--- src/rtl/hit_tracker.sv ---
// Per-frame heart/ball collision tracker: applies damage at end of frame, runs an
// invulnerability window, latches death and reports each HP change as one UART byte.
module hit_tracker #(
    parameter int HP_MAX  = 20,
    parameter int DAMAGE  = 3,
    parameter int IFRAMES = 30,
    parameter int HP_W    = 8
) (
    input  logic            i_clk,
    input  logic            i_rst,
    input  logic            i_pix_stb,
    input  logic            i_heart_px,
    input  logic            i_ball_px,
    input  logic            i_end_of_frame,
    input  logic            i_restart,
    input  logic            i_tx_idle,
    output logic [7:0]      o_tx_data,
    output logic            o_tx_transmit,
    output logic [HP_W-1:0] o_hp,
    output logic            o_invuln,
    output logic            o_dead,
    output logic            o_hit
);

    localparam int ICNT_W = (IFRAMES > 0) ? $clog2(IFRAMES + 1) : 1;

    localparam logic [HP_W-1:0]   HP_INIT   = HP_W'(HP_MAX);
    localparam logic [HP_W-1:0]   DMG       = HP_W'(DAMAGE);
    localparam logic [ICNT_W-1:0] ICNT_INIT = ICNT_W'(IFRAMES);
    localparam logic [7:0]        BYTE_HIT  = 8'h48;
    localparam logic [7:0]        BYTE_DEAD = 8'h44;

    typedef enum logic [1:0] {ALIVE, INVULN, DEAD} state_t;

    function automatic logic [HP_W-1:0] sat_sub(input logic [HP_W-1:0] a,
                                                 input logic [HP_W-1:0] b);
        return (a > b) ? (a - b) : '0;
    endfunction

    state_t            state_q, state_d;
    logic [HP_W-1:0]   hp_q, hp_d;
    logic [ICNT_W-1:0] icnt_q, icnt_d;
    logic              ov_q;
    logic              hit_d, fatal_d;
    logic              hit_q, invuln_q, dead_q;
    logic              pending_q;
    logic [7:0]        byte_q;
    logic [7:0]        tx_data_q;
    logic              tx_transmit_q;

    // Stage p0: qualify pixel inputs with the strobe
    logic overlap_p0, frame_p0, frame_ov_p0;
    assign overlap_p0  = i_pix_stb & i_heart_px & i_ball_px;
    assign frame_p0    = i_pix_stb & i_end_of_frame;
    assign frame_ov_p0 = ov_q | overlap_p0;

    always_comb begin
        state_d = state_q;
        hp_d    = hp_q;
        icnt_d  = icnt_q;
        hit_d   = 1'b0;
        fatal_d = 1'b0;
        if (frame_p0) begin
            case (state_q)
                ALIVE: begin
                    if (frame_ov_p0) begin
                        hit_d = 1'b1;
                        hp_d  = sat_sub(hp_q, DMG);
                        if (hp_d == '0) begin
                            fatal_d = 1'b1;
                            state_d = DEAD;
                        end else if (IFRAMES > 0) begin
                            state_d = INVULN;
                            icnt_d  = ICNT_INIT;
                        end
                    end
                end
                INVULN: begin
                    icnt_d = icnt_q - 1'b1;
                    if (icnt_d == '0) state_d = ALIVE;
                end
                default: ;
            endcase
        end
        // Restart overrides whatever the frame would have done
        if (i_restart) begin
            state_d = ALIVE;
            hp_d    = HP_INIT;
            icnt_d  = '0;
            hit_d   = 1'b0;
            fatal_d = 1'b0;
        end
    end

    always_ff @(posedge i_clk) begin
        if (i_rst) state_q <= ALIVE;
        else       state_q <= state_d;
    end

    // Stage p1: registered game state and report queue
    always_ff @(posedge i_clk) begin
        if (i_rst) begin
            hp_q          <= HP_INIT;
            icnt_q        <= '0;
            ov_q          <= 1'b0;
            hit_q         <= 1'b0;
            invuln_q      <= 1'b0;
            dead_q        <= 1'b0;
            pending_q     <= 1'b0;
            tx_data_q     <= 8'h00;
            tx_transmit_q <= 1'b0;
        end else begin
            hp_q     <= hp_d;
            icnt_q   <= icnt_d;
            hit_q    <= hit_d;
            invuln_q <= (state_d == INVULN);
            dead_q   <= (state_d == DEAD);
            ov_q     <= (i_restart | frame_p0) ? 1'b0 : (ov_q | overlap_p0);

            tx_transmit_q <= 1'b0;
            if (pending_q && i_tx_idle) begin
                tx_transmit_q <= 1'b1;
                tx_data_q     <= byte_q;
            end
            if (hit_d)                              pending_q <= 1'b1;
            else if (i_restart || i_tx_idle)        pending_q <= 1'b0;
        end
    end

    // Report byte is pure data, only meaningful while pending is set
    always_ff @(posedge i_clk) begin
        if (hit_d) byte_q <= fatal_d ? BYTE_DEAD : BYTE_HIT;
    end

    assign o_hp          = hp_q;
    assign o_hit         = hit_q;
    assign o_invuln      = invuln_q;
    assign o_dead        = dead_q;
    assign o_tx_data     = tx_data_q;
    assign o_tx_transmit = tx_transmit_q;

endmodule

--- config.mk ---
export PLATFORM = sky130hd
export DESIGN_NAME = hit_tracker
export DESIGN_NICKNAME = d
export VERILOG_FILES = /design/src/rtl/hit_tracker.sv
export SDC_FILE = /design/constraint.sdc
export NUM_CORES = 1
export LEC_CHECK = 0
export CORE_MARGIN = 2
export CORE_UTILIZATION = 56
export CTS_BUF_LIST = sky130_fd_sc_hd__clkbuf_2 sky130_fd_sc_hd__clkbuf_4 sky130_fd_sc_hd__clkbuf_8
export DETAILED_ROUTE_END_ITERATION = 8
export GPL_ROUTABILITY_DRIVEN = 0
export PLACE_DENSITY = 0.87
export SLEW_MARGIN = 10
export SYNTH_ARGS = -nofsm -noshare
export SYNTH_HDL_FRONTEND = slang
export SYNTH_SLANG_ARGS = --single-unit
--- constraint.sdc ---
create_clock -name i_clk -period 3.36 [get_ports i_clk]
set_input_delay 0.672 -clock i_clk [delete_from_list [all_inputs] [get_ports i_clk]]
set_output_delay 0.672 -clock i_clk [all_outputs]
set_load 0.02 [all_outputs]
== Yosys cells after proc, flatten, opt, wreduce, memory -nomap -nowiden ==
Index checks and enable logic that the tools add are counted.

* Bits in registers: 37
* Logic and storage cells: 58
* Output and inout bits: 20

* Add/sub/neg operators: 2
* Eq/ne operators: 5
* Muxes and demuxes: 23
* Reduce and logical (&&, ||, !) cells: 11
* Order comparisons: 1
* Bitwise operators: 5

{| class="wikitable"
|+ Operators by type and width
! operator !! count
|-
| $mux W1 || 12
|-
| $mux W2 || 5
|-
| $mux W5 || 2
|-
| $pmux W5 S2 || 1
|-
| $gt A8 B2 Y1 const B || 1
|-
| $logic_not A8 Y1 || 1
|-
| $mux W8 || 1
|-
| $sub A8 B2 Y8 const B || 1
|-
| $logic_not A5 Y1 || 1
|-
| $sub A5 B1 Y5 const B || 1
|-
| $eq A2 B1 Y1 const B || 2
|-
| $mux W4 || 1
|-
| $ne A2 B2 Y1 const B || 2
|-
| $pmux W2 S2 || 1
|-
| $reduce_and A4 Y1 || 1
|-
| $reduce_bool A2 Y1 || 2
|-
| $reduce_or A2 Y1 || 2
|-
| $and A1 B1 Y1 || 3
|-
| $reduce_and A3 Y1 || 1
|-
| $eq A2 B2 Y1 const B || 1
|-
| $logic_not A2 Y1 || 1
|-
| $or A1 B1 Y1 || 2
|-
| $logic_and A1 B1 Y1 || 1
|-
| $logic_or A1 B1 Y1 || 1
|}

== Longest topological paths before layout ==
Gate-level depths: netlist (run 1).

* Depth after elaboration: 9
* Mapped depth: 7
* Depth with buffers taken out: 7

== Worst setup path after synthesis (run 1) ==
OpenSTA, ideal clock, no wires.

* Path type: register to register
* Start: reg hp_q[2] (netlist: o_hp[2])
* End: reg byte_q[3], data pin
* Stages on the path, launching flop included: 8
* Required time: 3.095 ns
* Arrival time: 1.950 ns
* Path buffers: 1
* Setup slack: 1.145 ns
* Period minus slack after synthesis: 2.215 ns
* Cell sequence: dfxtp_1 -> or3_1 -> buf_2 -> nor4_4 -> a311o_4 -> inv_2 -> or2_1 -> or3_1

* Cells in the longest elaborated chain, start to end: 9

{| class="wikitable"
|+ RTL lines
! what !! RTL line !! source
|-
| start, declared || 41 || <nowiki>logic [HP_W-1:0] hp_q, hp_d;</nowiki>
|-
| start signal, assigned || 113 || <nowiki>hp_q <= hp_d;</nowiki>
|-
| $sub A8 B2 Y8 / $gt A8 B2 Y1 (equally long branches) || 37 || <nowiki>return (a > b) ? (a - b) : '0;</nowiki>
|-
| $mux W8 (*) || 37 ||
|-
| $logic_not A8 Y1 (*) || 69 || <nowiki>if (hp_d == '0) begin</nowiki>
|-
| $mux W1 (*) || 69 ||
|-
| $mux W1 (*) || 66 || <nowiki>if (frame_ov_p0) begin</nowiki>
|-
| $mux W1 (*) || 64 || <nowiki>case (state_q)</nowiki>
|-
| $mux W1 (*) || 63 || <nowiki>if (frame_p0) begin</nowiki>
|-
| $mux W1 (*) || 86 || <nowiki>if (i_restart) begin</nowiki>
|-
| $mux W4 (*) || 132 || <nowiki>if (hit_d) byte_q <= fatal_d ? BYTE_DEAD : BYTE_HIT;</nowiki>
|-
| end signal, assigned || 132 ||
|-
| end, declared || 47 || <nowiki>logic [7:0] byte_q;</nowiki>
|}

Every way passes the cells marked *; elsewhere a longest branch is shown, timed or not.
A chain may end at the register's enable or synchronous reset.

== Final worst setup path (run 1) ==
* Start: in i_pix_stb
* End: reg hp_q[4] (netlist: o_hp[4])

* Cells in the longest elaborated chain, start to end: 4

{| class="wikitable"
|+ RTL lines
! what !! RTL line !! source
|-
| start, declared || 11 || <nowiki>input logic i_pix_stb,</nowiki>
|-
| $and A1 B1 Y1 (2 in series) || 53 || <nowiki>assign overlap_p0 = i_pix_stb & i_heart_px & i_ball_px;</nowiki>
|-
| $or A1 B1 Y1 || 55 || <nowiki>assign frame_ov_p0 = ov_q | overlap_p0;</nowiki>
|-
| $reduce_and A3 Y1 (no line) (*) || -- ||
|}

Marks and branches as above.

==> metrics, run 1 <==
vias per cell=5.614; Nets=181; Initial Util=58.37%; VDD IR max=0.0002202 V; final global-route overflow total=0; Area growth syn-to-layout=18.40%; Async SR Flop Fraction=0%; post-CTS sizing=0; GR peak layer=met2; Cell Area, Synth=1279 um2; total track usage=21.59%; sequential area share after synthesis=42.27%; largest net degree at the start of global routing=17; layout cells sized above 1=4.142%; GR Util met2=35.68%; startpoint types=primary input; Post-CTS Setup Inserts=0; DRC Markers=0; Post-DP HPWL=1.858 mm; number of synthesized flops with an enable pin=2; final number of hold-violating endpoints=0; fin crit share=78.43%; Skew-Pair Late Insertion Delay=0.31 ns; total wire length=2.524 mm; first-pass GRT wire length=4.305 mm; final setup vio count=0; Setup CP Type=in2reg; Cell variety after synth=38; CP arrival=2.86 ns; die area=2682 um2; DIE HEIGHT=51.79 um; port bufs=22; Power Total=0.4829 mW; hold_buf cts=0; WP data required=3.58 ns; Fin Setup TNS=0 ns; Core Region=2191 um2; Main synth FF type=dfxtp_1; H-tree lvl count=1; Rel. slew slack=64.47%; Final Critical Period=2.635 ns; total number of vias=1106; flops & latches, synth=26; maximum fanout along the worst path=16; Max-cap violations=0; outcome=finished, final reports clean; synth warn=0; worst slew pin tran=0.5290 ns; clock slew seen by the registers of the worst setup and hold paths=0.13 ns; IO Pins=28; DRT iter0 DRCs=17; Power per Cell Area=319.0 nW/um2; initial antenna violation count=0; CTS buffer count=3; per-cell routed wire length=12.81 um; Worst Setup End Kind=flop; Cells after Synth=150; grt met3 use=3.448%; Clock Path Buffers=2; root buffer cell=clkbuf_4; CTS Sinks=26; remaining antenna violation count=0; pins over their slew limit=0; Die W=51.79 um; CTS tree=built; Syn Area/Cell=8.525 um2; met1 GRT Util=26.96%; skew final=0.004966 ns; HP Class=reg2reg; drt first pass iters=4; standard-cell row count=17; Pleak=0.4936 nW; Fmax=0.3795 GHz; RSZ-0062 raised after global routing=false; number of global-route vias before repair=987; number of diodes=0
[sequential cells by signal, summed over array words and instances, names as in the netlist]
register       count
pending_q          1
o_tx_data          3
ov_q               1
o_hp               8
byte_q             2
o_tx_transmit      1
o_hit              1
o_invuln           1
o_dead             1
state_q            2
icnt_q             5
[where the power goes]
group | switching, mW | internal (mW)
logic | 0.0218 | 0.0145
clock network | 0.0872 | 0.0434
registers | 0.00199 | 0.314
total | 0.111 | 0.372
[cell families (layout without fill, tap and decap cells)]
kind of cell | Yosys count | in the layout | synth area share [%]
DFF | 26 | 26 | 42.27
muxes | 2 | 2 | 1.566
buffers and inverters | 20 | 35 | 7.436
and+or+nand+nor | 62 | 62 | 26.32
AOI/OAI and AO/OA | 33 | 33 | 17.12
adders and majority gates | 3 | 3 | 2.936
other | 1 | 5 | 0.2933
xor gates and xnor gates | 3 | 3 | 2.055
[layer usage]
| metal | vias to the layer above | wire [um] |
|---|---|---|
| li1 | 569 | - |
| met1 | 510 | 1177 |
| met2 | 23 | 1196 |
| met3 | 4 | 106 |
| met4 | 0 | 43 |
| met5 | - | 0 |
[Yosys cell counts, types with 2 or more instances]
cell	count	area, um2
a21oi_1	16	80.08
a311oi_1	2	17.52
a31oi_1	2	12.51
and2_1	2	12.51
buf_4	5	37.54
clkbuf_1	5	18.77
dfxtp_1	24	480.5
edfxtp_1	2	60.06
ha_1	3	37.54
inv_1	8	30.03
mux2i_1	2	20.02
nand2_1	8	30.03
nand2b_1	2	12.51
nand3_1	8	40.04
nor2_1	14	52.55
nor2b_1	3	18.77
nor3_1	7	35.03
nor3b_1	2	15.01
nor4_1	3	18.77
o21ai_0	4	20.02
o311ai_0	3	26.28
or3_1	5	31.28
or4_1	3	22.52
xnor2_1	3	26.28
[critical path: stages]
cell	delay, ns
clkdlybuf4s50_1	0.48
nand2_1	0.13
or4_1	0.74
or4_1	0.53
a211o_1	0.30
[placed cells by master, fill, tap and decap left out, types with 2 or more instances in the layout]
cell             instances
nor3b_1                  2
edfxtp_1                 2
clkbuf_4                 3
a31oi_1                  2
nand2_1                  8
nand3_1                  8
nor4_1                   3
a311oi_1                 2
o21ai_0                  4
ha_1                     3
nor3_1                   7
dfxtp_1                 24
o311ai_0                 3
mux2i_1                  2
nand2b_1                 2
nor2_1                  14
nor2b_1                  3
and2_1                   2
or3_1                    5
inv_1                    8
conb_1                   5
clkdlybuf4s50_1         22
or4_1                    3
xnor2_1                  3
a21oi_1                 16
[area by class of cell]
cell class	instances	area, um2
Tap cell	28	35.03
Clock buffer	3	22.52
Inverter	9	33.78
Sequential cell	26	540.5
Multi-Input combinational cell	108	658.1
Timing Repair Buffer	22	220.2
Fill cell	182	676.9
Clock inverter	1	3.754
[worst paths after layout]
| path | from | end | slack (ns) | cells past startpoint |
|---|---|---|---|---|
| setup / recovery | i_pix_stb | o_hp[4] | 0.72 | 5 |
| hold / removal | o_tx_data[3] | o_tx_data[3] | 0.47 | 2 |
| hold reg to reg | o_tx_data[3] | o_tx_data[3] | 0.47 | 2 |
| setup reg to reg | o_hp[2] | byte_q[3] | 1.01 | 6 |
[metrics by stage]
stage	cells	hold WS [ns]	util, %	worst slack, ns	area, um2
after floorplan	154	0.4546	-	1.145	1294
after global placement	193	0.4439	67.90	0.4655	1488
after detailed placement	193	0.4539	67.90	0.3880	1488
after CTS	197	0.4721	69.10	0.7323	1514
after global routing	197	0.5008	69.10	0.6721	1514
final	197	0.4687	69.10	0.7246	1514
(Power assumes the default switching activity.)
==> inputs of run 2 (changes only) <==
Settings changed: CORE_UTILIZATION 56 to 52, PLACE_DENSITY 0.87 to 0.82.
Clock period 3.36 ns to 2.66 ns, I/O delays scaled along.
==> metrics, run 2 (synthesized netlist as in run 1, its figures left out) <==
Fmax=0.4437 GHz; most common cell after layout, fill and taps aside=dfxtp_1; total number of vias=1129; maximum fanout along the worst path=7; Skew-Pair Late Insertion Delay=0.32 ns; HP Class=reg2reg; Final Critical Period=2.254 ns; Fin Setup TNS=0 ns; Worst Setup End Kind=flop; CTS buffer count=3; number of diodes=0; initial antenna violation count=0; CP arrival=2.47 ns; total track usage=20.32%; post-CTS sizing=0; skew final=0.006909 ns; Die W=53.59 um; Design Area, Final=1570 um2; remaining antenna violation count=0; per-cell routed wire length=12.68 um; root buffer cell=clkbuf_4; final setup vio count=0; first-pass GRT wire length=4.298 mm; number of global-route vias before repair=1047; Max-cap violations=0; Initial Util=56.18%; RSZ-0062 raised after global routing=false; Placement Cell Area=1518 um2; Clock Path Buffers=2; vias per cell=5.617; DIE HEIGHT=53.59 um; Setup CP Type=in2reg; final global-route overflow total=0; Post-CTS Setup Inserts=0; startpoint types=primary input; Nets=185; final number of hold-violating endpoints=0; outcome=finished, final reports clean; port bufs=22; DRT iter0 DRCs=28; Power Total=0.7129 mW; commonest non-fill, non-tap cells in the layout=dfxtp_1, clkdlybuf4s50_1, a21oi_1, nor2_1; Place WS=0.07050 ns; Area growth syn-to-layout=22.80%; die area=2872 um2; largest net degree at the start of global routing=16; DRC Markers=0; standard-cell row count=17; CTS tree=built; Core Region=2276 um2; max reg flops=8; clock slew seen by the registers of the worst setup and hold paths=0.14 ns; drt first pass iters=4; Min Hold Slack=0.4719 ns; Pleak=0.5248 nW; WP data required=2.88 ns; Final Worst Setup Slack=0.4061 ns; total wire length=2.549 mm; IO Pins=28; pins over their slew limit=0; Power per Cell Area=454.0 nW/um2; layout cells sized above 1=6.936%; VDD IR max=0.0004030 V; Post-DP HPWL=1.945 mm; fin crit share=84.73%; hold_buf cts=0; H-tree lvl count=1; CTS Sinks=26
## run 2: cell types whose count changed in the layout (fill, tap and decap cells not counted)
cell | previous run | this run
bufinv_16 | 0 | 1
clkinv_1 | 1 | 0
buf_4 | 0 | 4
## run 2: worst paths after layout
kind | cells after the start | end | slack (ns) | start
worst min-delay path | 2 | o_tx_data[2] | 0.47 | o_tx_data[2]
worst max-delay path | 5 | o_hp[4] | 0.41 | i_pix_stb
worst max register to register | 6 | byte_q[3] | 0.44 | o_hp[2]
worst min register to register | 2 | o_tx_data[2] | 0.47 | o_tx_data[2]
## run 2: metrics by stage
stage                     util, %  std cells
after global routing        68.99        201
after global placement      66.69        197
after floorplan                 -        154
after detailed placement    66.69        197
final                       68.99        201
after CTS                   68.99        201
## run 2: routing by layer
metal | part of all wire, % | GRT usage (%)
met1 | 45 | 24.87
met5 | 0 | 0
met4 | 0.98 | 9.402
met3 | 6.0 | 4.444
met2 | 48 | 33.95
## run 2: cell type report
cell class	instances	area [um2]
Fill cell	186	705.7
Multi-Input combinational cell	108	658.1
Sequential cell	26	540.5
Timing Repair Buffer	26	250.2
Tap cell	28	35.03
Inverter	9	33.78
Clock inverter	1	30.03
Clock buffer	3	22.52
## run 2: power breakdown
| group | switching, mW | internal [mW] | total [mW] |
|---|---|---|---|
| registers | 0.00242 | 0.397 | 0.399 |
| logic | 0.0276 | 0.0208 | 0.0484 |
| clock network | 0.113 | 0.152 | 0.265 |
## run 2: worst max-delay path, stage by stage
cell	delay (ns)
clkdlybuf4s50_1	0.48
nand2_1	0.07
or4_1	0.61
or4_1	0.48
a211o_1	0.31
==> inputs of run 3 (changes only) <==
Clock period 2.66 ns to 2.2 ns, I/O delays scaled along.
==> metrics, run 3 (synthesized netlist as in run 1, its figures left out) <==
vias per cell=5.668; Final Critical Period=2.125 ns; Min Hold Slack=0.4680 ns; Post-DP HPWL=2.255 mm; total track usage=23.21%; Power per Cell Area=529.4 nW/um2; max reg flops=8; Rel. slew slack=61.14%; met1 GRT Util=26.83%; Area growth syn-to-layout=29.75%; CP peak stage delay=0.56 ns; RSZ-0062 raised after global routing=false; pins over their slew limit=0; maximum fanout along the worst path=4; Post-CTS Setup Inserts=0; CP max stage cell=or4_1; Core Region=2276 um2; Fin Setup TNS=0 ns; total wire length=2.985 mm; Initial Util=56.18%; final number of hold-violating endpoints=0; CP arrival=2.40 ns; DRT iter0 DRCs=27; number of global-route vias before repair=1135; Worst Setup End Kind=flop; H-tree lvl count=1; final setup vio count=0; outcome=finished, final reports clean; initial antenna violation count=0; first-pass GRT wire length=4.836 mm; total number of vias=1196; per-cell routed wire length=14.15 um; Setup CP Type=in2reg; Die W=53.59 um; Design Area, Final=1659 um2; Power Total=0.8783 mW; fin crit share=96.61%; skew final=0.002062 ns; largest net degree at the start of global routing=16; Skew-Pair Late Insertion Delay=0.33 ns; most common cell after layout, fill and taps aside=dfxtp_1; grt met3 use=6.389%; GR Util met2=41.98%; startpoint types=primary input; CTS Sinks=26; Pleak=0.5780 nW; number of diodes=0; GR peak layer=met2; commonest non-fill, non-tap cells in the layout=dfxtp_1, clkdlybuf4s50_1, a21oi_1, nor2_1, buf_4; VDD IR max=0.0005304 V; Placement Cell Area=1593 um2; Final Util=72.90%; remaining antenna violation count=0; clock slew seen by the registers of the worst setup and hold paths=0.14 ns; worst-path cell chain=clkdlybuf4s50_1, nand2_1, or4_1, buf_4, or3_1, nor3_1, a21oi_1, nor2_1; WP data required=2.48 ns; standard-cell row count=17; CTS buffer count=3; Fmax=0.4705 GHz; Nets=195; Max-cap violations=0; worst slew pin tran=0.5753 ns; DRC Markers=0; CTS tree=built; Clock Path Buffers=2; drt first pass iters=4; HP Class=reg2reg; layout cells sized above 1=13.66%; port bufs=22; final global-route overflow total=0; IO Pins=28; die area=2872 um2; DIE HEIGHT=53.59 um; root buffer cell=clkbuf_4
run 3: routing by layer:
metal	routed length, um	up-vias
met3	158	4
met4	29	0
met1	1296	562
li1	-	594
met2	1500	36
met5	0	-
run 3: worst paths after layout:
check                     from           end  slack [ns]  cells after the start
setup / recovery     i_pix_stb       o_hp[3]        0.07                      8
hold / removal    o_tx_data[2]  o_tx_data[2]        0.47                      2
setup reg to reg       o_hp[2]     byte_q[3]        0.10                      6
hold reg to reg   o_tx_data[2]  o_tx_data[2]        0.47                      2
run 3: layout make-up:
class,count,area (um2)
Inverter,9,33.78
Multi-Input combinational cell,108,670.6
Tap cell,28,35.03
Fill cell,174,616.8
Clock inverter,1,30.03
Clock buffer,3,22.52
Timing Repair Buffer,36,325.3
Sequential cell,26,541.8
run 3: worst max-delay path: cells and delay by family:
| family | cells | cell delay, ns |
|---|---|---|
| buffers and inverters | 2 | 0.66 |
| AND/OR/NAND/NOR | 5 | 1.25 |
| AO/OA/AOI/OAI | 1 | 0.06 |
run 3: repair_timing:
item,4_1_cts,5_1_grt
resized for setup,0,3
setup endpoints to repair,0,1
endpoints found under the hold margin,0,0
hold buffers,0,0
run 3: where the power goes:
group          leakage (nW)  total [mW]  switching [mW]  internal [mW]
Clock                0.0279       0.331           0.146          0.184
Sequential            0.215       0.482         0.00265          0.480
Combinational         0.335      0.0652          0.0361         0.0290
run 3: through the flow:
| stage | worst slack (ns) | cells |
|---|---|---|
| 2_1_floorplan | -0.01502 | 154 |
| 4_1_cts | 0.04196 | 211 |
| 3_3_place_gp | -0.1812 | 207 |
| 3_5_place_dp | -0.2596 | 207 |
| 6_report | 0.07451 | 211 |
| 5_1_grt | 0.003722 | 211 |
